**src/rtl/step1_fetch_pkg.sv**
```systemverilog
// step1_fetch_pkg: shared definitions for the instruction-fetch stage.
//   - fetch FSM state encoding
//   - PC width and default reset PC / increment
package step1_fetch_pkg;

    localparam int          PC_W         = 16;
    localparam logic [15:0] DEF_RESET_PC = 16'h0000;
    localparam logic [15:0] DEF_PC_INC   = 16'd2;

    typedef enum logic [1:0] {
        IDLE = 2'd0,
        REQ  = 2'd1,
        DONE = 2'd2
    } fetch_state_e;

endpackage

```
**src/rtl/step1_fetch_if.sv**
```systemverilog
// step1_fetch_if: request/ready instruction-memory bus.
//   memReq   fetch stage -> memory : request pending
//   memAddr  fetch stage -> memory : fetch address
//   memReady memory -> fetch stage : memData valid this cycle
//   memData  memory -> fetch stage : instruction word
// master = fetch stage, slave = instruction memory.
interface step1_fetch_if;
    import step1_fetch_pkg::*;

    logic            memReq;
    logic [PC_W-1:0] memAddr;
    logic            memReady;
    logic [15:0]     memData;

    modport master (output memReq, memAddr, input  memReady, memData);
    modport slave  (input  memReq, memAddr, output memReady, memData);
endinterface

```
**src/rtl/step1_fetch_pc_reg.sv**
```systemverilog
// fetch_pc_reg: program counter register.
//   clk, rst_n : clock, async active-low reset (pc <= RESET_PC)
//   load       : pc <= load_val (takes priority over inc)
//   inc        : pc <= pc + PC_INC, wrapping modulo 2^PC_W
//   pc, pc_plus: current PC and PC + PC_INC
module fetch_pc_reg
    import step1_fetch_pkg::*;
#(
    parameter logic [PC_W-1:0] RESET_PC = DEF_RESET_PC,
    parameter logic [PC_W-1:0] PC_INC   = DEF_PC_INC
) (
    input  logic            clk,
    input  logic            rst_n,
    input  logic            load,
    input  logic [PC_W-1:0] load_val,
    input  logic            inc,
    output logic [PC_W-1:0] pc,
    output logic [PC_W-1:0] pc_plus
);

    // Same-width add drops the carry, giving the natural 16-bit wrap.
    assign pc_plus = pc + PC_INC;

    always_ff @(posedge clk or negedge rst_n) begin
        if (!rst_n)    pc <= RESET_PC;
        else if (load) pc <= load_val;
        else if (inc)  pc <= pc_plus;
    end

endmodule

```
**src/rtl/step1_fetch.sv**
```systemverilog
// step1_fetch: instruction-fetch stage feeding step2.
//   CLK, RST_N  : clock, async active-low reset
//   mem         : instruction-memory bus (master side)
//   fetchEn     : start a fetch at the current PC (honoured in IDLE only)
//   PCWrite     : load PC from PCNext (redirect)
//   PCNext      : redirect target
//   instruction : last fetched word          -> step2.instruction
//   instrPC     : address of that word       -> step2.PC
//   instrWrite  : one-cycle "new instruction" -> step2.instrWrite
//   busy        : fetch in progress (REQ or DONE)
//   fault       : sticky misaligned-PC flag
module step1_fetch
    import step1_fetch_pkg::*;
#(
    parameter logic [PC_W-1:0] RESET_PC = DEF_RESET_PC,
    parameter logic [PC_W-1:0] PC_INC   = DEF_PC_INC
) (
    input  logic            CLK,
    input  logic            RST_N,
    step1_fetch_if.master   mem,
    input  logic            fetchEn,
    input  logic            PCWrite,
    input  logic [PC_W-1:0] PCNext,
    output logic [15:0]     instruction,
    output logic [PC_W-1:0] instrPC,
    output logic            instrWrite,
    output logic            busy,
    output logic            fault
);

    fetch_state_e    state_q, state_d;
    logic [PC_W-1:0] pc, pc_plus;
    logic            pc_load, pc_inc;
    logic [PC_W-1:0] pc_load_val;
    logic            capture;
    logic            fault_d;
    logic            pend_q, pend_d;       // redirect seen while REQ
    logic [PC_W-1:0] tgt_q, tgt_d;         // its target
    logic            redirect;
    logic [PC_W-1:0] redirect_tgt;

    fetch_pc_reg #(.RESET_PC(RESET_PC), .PC_INC(PC_INC)) u_pc (
        .clk      (CLK),
        .rst_n    (RST_N),
        .load     (pc_load),
        .load_val (pc_load_val),
        .inc      (pc_inc),
        .pc       (pc),
        .pc_plus  (pc_plus)
    );

    // A PCWrite arriving together with memReady is newer than any latched
    // target, so it wins.
    assign redirect     = PCWrite | pend_q;
    assign redirect_tgt = PCWrite ? PCNext : tgt_q;

    always_comb begin
        state_d     = state_q;
        pc_load     = 1'b0;
        pc_load_val = PCNext;
        pc_inc      = 1'b0;
        capture     = 1'b0;
        fault_d     = fault;
        pend_d      = pend_q;
        tgt_d       = tgt_q;
        case (state_q)
            IDLE: begin
                if (PCWrite) begin
                    pc_load = 1'b1;
                    fault_d = PCNext[0];
                end else if (fetchEn) begin
                    if (pc[0]) fault_d = 1'b1;
                    else       state_d = REQ;
                end
            end
            REQ: begin
                if (mem.memReady) begin
                    if (redirect) begin
                        // Returned word belongs to the abandoned path.
                        pc_load     = 1'b1;
                        pc_load_val = redirect_tgt;
                        fault_d     = redirect_tgt[0];
                        pend_d      = 1'b0;
                        state_d     = IDLE;
                    end else begin
                        capture = 1'b1;
                        pc_inc  = 1'b1;
                        state_d = DONE;
                    end
                end else if (PCWrite) begin
                    // PC must stay put while the request is outstanding.
                    pend_d = 1'b1;
                    tgt_d  = PCNext;
                end
            end
            DONE: begin
                state_d = IDLE;
                if (PCWrite) begin
                    pc_load = 1'b1;
                    fault_d = PCNext[0];
                end
            end
            default: state_d = IDLE;
        endcase
    end

    always_ff @(posedge CLK or negedge RST_N) begin
        if (!RST_N) begin
            state_q     <= IDLE;
            fault       <= 1'b0;
            pend_q      <= 1'b0;
            tgt_q       <= '0;
            instruction <= '0;
            instrPC     <= '0;
        end else begin
            state_q <= state_d;
            fault   <= fault_d;
            pend_q  <= pend_d;
            tgt_q   <= tgt_d;
            if (capture) begin
                instruction <= mem.memData;
                instrPC     <= pc;
            end
        end
    end

    // Decoded straight from the state register, so memReq falls with the
    // asynchronous reset.
    assign mem.memReq  = (state_q == REQ);
    assign mem.memAddr = pc;
    assign instrWrite  = (state_q == DONE);
    assign busy        = (state_q != IDLE);

endmodule

```
**src/flat_wrapper.sv**
```systemverilog
// flat-port wrapper written by rule: the top's interface ports become plain ports
module step1_fetch_flat import step1_fetch_pkg::*;
#(
    parameter logic [PC_W-1:0] RESET_PC = DEF_RESET_PC,
    parameter logic [PC_W-1:0] PC_INC   = DEF_PC_INC
)
  (CLK, RST_N, fetchEn, PCWrite, PCNext, instruction, instrPC, instrWrite, busy, fault, mem_memReq, mem_memAddr, mem_memReady, mem_memData);
  step1_fetch_if mem_i ();
  input  logic CLK;
  input  logic RST_N;
  input  logic fetchEn;
  input  logic PCWrite;
  input  logic [PC_W-1:0] PCNext;
  output logic [15:0] instruction;
  output logic [PC_W-1:0] instrPC;
  output logic instrWrite;
  output logic busy;
  output logic fault;
  output wire logic [$bits(mem_i.memReq)-1:0] mem_memReq;
  output wire logic [$bits(mem_i.memAddr)-1:0] mem_memAddr;
  input wire logic [$bits(mem_i.memReady)-1:0] mem_memReady;
  input wire logic [$bits(mem_i.memData)-1:0] mem_memData;
  assign mem_memReq = mem_i.memReq;
  assign mem_memAddr = mem_i.memAddr;
  assign mem_i.memReady = mem_memReady;
  assign mem_i.memData = mem_memData;
  step1_fetch #(.RESET_PC(RESET_PC), .PC_INC(PC_INC)) u_core (.CLK(CLK), .RST_N(RST_N), .mem(mem_i), .fetchEn(fetchEn), .PCWrite(PCWrite), .PCNext(PCNext), .instruction(instruction), .instrPC(instrPC), .instrWrite(instrWrite), .busy(busy), .fault(fault));
endmodule
```
**config.mk**
```make
export PLATFORM = sky130hd
export DESIGN_NAME = step1_fetch_flat
export DESIGN_NICKNAME = d
export VERILOG_FILES = /design/src/rtl/step1_fetch_pkg.sv /design/src/rtl/step1_fetch_if.sv /design/src/rtl/step1_fetch_pc_reg.sv /design/src/rtl/step1_fetch.sv /design/src/flat_wrapper.sv
export SDC_FILE = /design/constraint.sdc
export NUM_CORES = 1
export LEC_CHECK = 0
export CORE_ASPECT_RATIO = 1.75
export CORE_MARGIN = 4
export CORE_UTILIZATION = 30
export CTS_CLUSTER_SIZE = 20
export DETAILED_ROUTE_END_ITERATION = 8
export GPL_TIMING_DRIVEN = 0
export SYNTH_ARGS = -nofsm -noshare
export SYNTH_HDL_FRONTEND = slang
export SYNTH_SLANG_ARGS = --single-unit
```
**constraint.sdc**
```tcl
create_clock -name CLK -period 2.6 [get_ports CLK]
set_clock_uncertainty 0.15 [all_clocks]
set_input_delay 0.78 -clock CLK [delete_from_list [all_inputs] [get_ports CLK]]
set_output_delay 0.78 -clock CLK [all_outputs]
set_load 0.01 [all_outputs]
```
==> flow_summary.toml <==
[outcome]
status = "finished clean"

[synth]
synth_area_sq_um = 3230
ys_ff_latch = 68
avgSynthCellArea_sq_um = 12.8
yosysUniqueCellTypes = 47
syn_inst = 253
postSynth.asyncResetShare = 1.00
yosysWarnings = 0
synth_nets = 297
synth_ff_type = "dfrtp_1"
synth_edf_count = 0
synth-seq-area-share = 0.526

[floorplan]
core.rowCount = 49
core_region_area_sq_um = 10400
start_util = 0.310
die_y_um = 145
pin_count = 89
die_w_um = 86.5
die-area_sq_um = 12600

[power_and_ir_drop]
power_switching_mw = 1.86
p_int_mw = 3.84
p_clk_frac = 0.225
comb_power_share = 0.428
pwr-share-seq = 0.346
ir_worst_vdd_mv = 0.405
leakagePower_nw = 2.01
p_sw_frac = 0.326
p_per_area_nw_per_um2 = 1240

[route]
vias = 2425
drt_iter0_drc = 111
ant_nets = 0
dr.pass1.iters = 4
wl_per_cell_um = 17.0
viasPerCell = 5.02
wl_um = 8190
drc = 0

[timing]
setup_ws_ps = 86.5
fin_crit_sh = 0.967
max_freq_mhz = 398
tightest_slew_ps = 907
hold_viol_final = 0
layout_min_cycle_time_ps = 2510
setup_viol = 0
setup_tns_ps = 0
slew_headroom = 0.395
grt_setup_unrepaired = "no"
finalMaxSlewViolations = 0

[setup_path]
cp.required_ps = 1670
r2r_end = "u_core.tgt_q[1]"
worstRegToRegCells = 7
critPathSlowestCell = "clkdlybuf4s50_1"
cp_cell_sequence = "inv_2 > ha_2 > clkdlybuf4s50_1"
arrival_ps = 1580
critical_path_buf_inv_count = 2
slowest_delay_ps = 530
r2r_slack_ps = 280
start_kind = "flip-flop"
crit-reg2reg-launch = "u_core.state_q[1]"
cp_top_family = "buffers and inverters"
criticalPathCategory = "reg2out"
crit_fanout = 5
cp_num_cells = 3
endpoint_kind = "output pin"

[clock_network]
path_clk_slew_ps = 60
htree_levels = 3
cts_tree = "yes"
clock_latency_ps = 330
cts_buffer_depth = 2
clock-root-buffer = "clkbuf_16"
cts.sinks = 68
cts_buffers = 9
post_cts_buffers = 0

[cells_and_area]
drive_above_1_share = 0.250
final_nets = 395
syn_to_final_growth_pct = 42.0
postLayoutCoreUtil = 0.441
diodes = 0
n_fill_cell = 1028

[grt]
gr-total-overflow = 0
antenna_found_initial = 0
grt_max_degree = 69
track_usage = 0.141
grt_pass1_vias = 2667
grt_first_pass_wirelength_um = 13700

[placed_design]
dpl_worst_slack_ps = -250
dp_hpwl_um = 6040
gp_congestion = 0.780
io_buffers = 87

[hold_path]
hold_start = "u_core.instrPC[4]"
holdPathStages = 1
min_path_type = "reg2reg"
min_to = "u_core.instrPC[4]"

[run]
max_cap_violations = 0
[repair_timing]
item | 4_1_cts | 5_1_grt
gates resized for setup | 2 | 5
hold buffers | 0 | 0
setup endpoints to repair | 2 | 5
[registers in the layout (all words and copies together) (netlist names)]
name,flops
u_core.instrPC,16
u_core.fault,1
u_core.pend_q,1
u_core.tgt_q,16
u_core.u_pc.pc,16
u_core.instruction,16
u_core.state_q,2
[kinds of logic after synthesis]
family          share of synthesized area
flops                               0.526
xor+xnor                          0.00271
simple gates                       0.0878
mux                                 0.221
buf+inv                            0.0368
fa+ha+maj                          0.0271
compound gates                     0.0987
[power groups by stage]
stage / clock network, mW / registers [mW] / logic, mW
after CTS: 1.33 / 1.98 / 2.49
after global placement: 0 / 1.97 / 2.43
after detailed placement: 0 / 2.00 / 2.47
after floorplan: 0 / 2.09 / 1.14
after global routing: 1.37 / 2.07 / 2.66
final: 1.28 / 1.97 / 2.44
[area by class of cell]
| class | count | area, sq um | area share |
|---|---|---|---|
| Buffer | 14 | 90.1 | 0.0196 |
| Clock buffer | 13 | 280 | 0.0610 |
| Clock inverter | 3 | 42.5 | 0.00926 |
| Inverter | 8 | 30.0 | 0.00654 |
| Multi-Input combinational cell | 163 | 1420 | 0.309 |
| Sequential cell | 68 | 1700 | 0.371 |
| Tap cell | 127 | 159 | 0.0346 |
| Timing Repair Buffer | 87 | 871 | 0.190 |
[worst max-delay path by stage]
stage	start	to	slack, ps
2_1_floorplan	PCWrite	u_core.instruction[10]	400
3_3_place_gp	RST_N	u_core.instruction[3]	-1850
3_5_place_dp	mem_memReady	u_core.u_pc.pc[7]	-250
4_1_cts	u_core.state_q[0]	instrWrite	7
5_1_grt	mem_memReady	u_core.u_pc.pc[7]	6
6_report	u_core.state_q[0]	instrWrite	90
[per-stage QoR]
stage / total power [mW] / hold WS [ps] / cells / instance area, sq um
after global routing: 6.11 / 366 / 483 / 4590
after floorplan: 3.23 / 325 / 253 / 3230
after CTS: 5.80 / 356 / 483 / 4590
after global placement: 4.40 / 335 / 467 / 4260
final: 5.70 / 353 / 483 / 4590
after detailed placement: 4.47 / 342 / 467 / 4260
[metal layers]
layer / track usage / wire length (um) / share of wire / up-vias
met5: 0 / 0 / 0 / -
met2: 0.252 / 4580 / 0.56 / 50
li1: - / - / - / 1125
met4: 0.0725 / 226 / 0.028 / 0
met3: 0.0283 / 289 / 0.035 / 12
met1: 0.153 / 3090 / 0.38 / 1238
[cell usage after synthesis (4+ instances only)]
library cell,count,share of area
o21a_1,4,0.0093
nand3_1,5,0.0077
buf_2,7,0.011
dfrtp_1,68,0.53
ha_1,7,0.027
nor2_1,5,0.0058
a21oi_1,5,0.0077
and4_1,4,0.011
or3_1,4,0.0077
nand2_1,14,0.016
mux2_2,50,0.17
o21ai_0,9,0.014
o211ai_1,4,0.0093
mux2i_1,15,0.046
inv_1,8,0.0093
[cells in the final DEF, fill, tap and decap left out, drive strengths merged, types with 2 or more instances in the layout]
master | Yosys | layout
and2 | 2 | 2
inv | 8 | 8
a31oi | 3 | 3
nor2 | 5 | 5
nand2 | 14 | 14
a22oi | 3 | 3
o21ai | 9 | 9
nand3 | 5 | 5
a221oi | 2 | 2
mux2i | 15 | 15
a2bb2oi | 2 | 2
clkdlybuf4s50 | 0 | 85
dfrtp | 68 | 68
o21a | 4 | 4
nand4 | 4 | 4
a21oi | 5 | 5
buf | 12 | 13
mux2 | 50 | 50
or3 | 4 | 4
and4 | 4 | 4
ha | 7 | 7
o211ai | 4 | 4
clkbuf | 2 | 15
No activity file was read; power rests on OpenSTA's default activity.
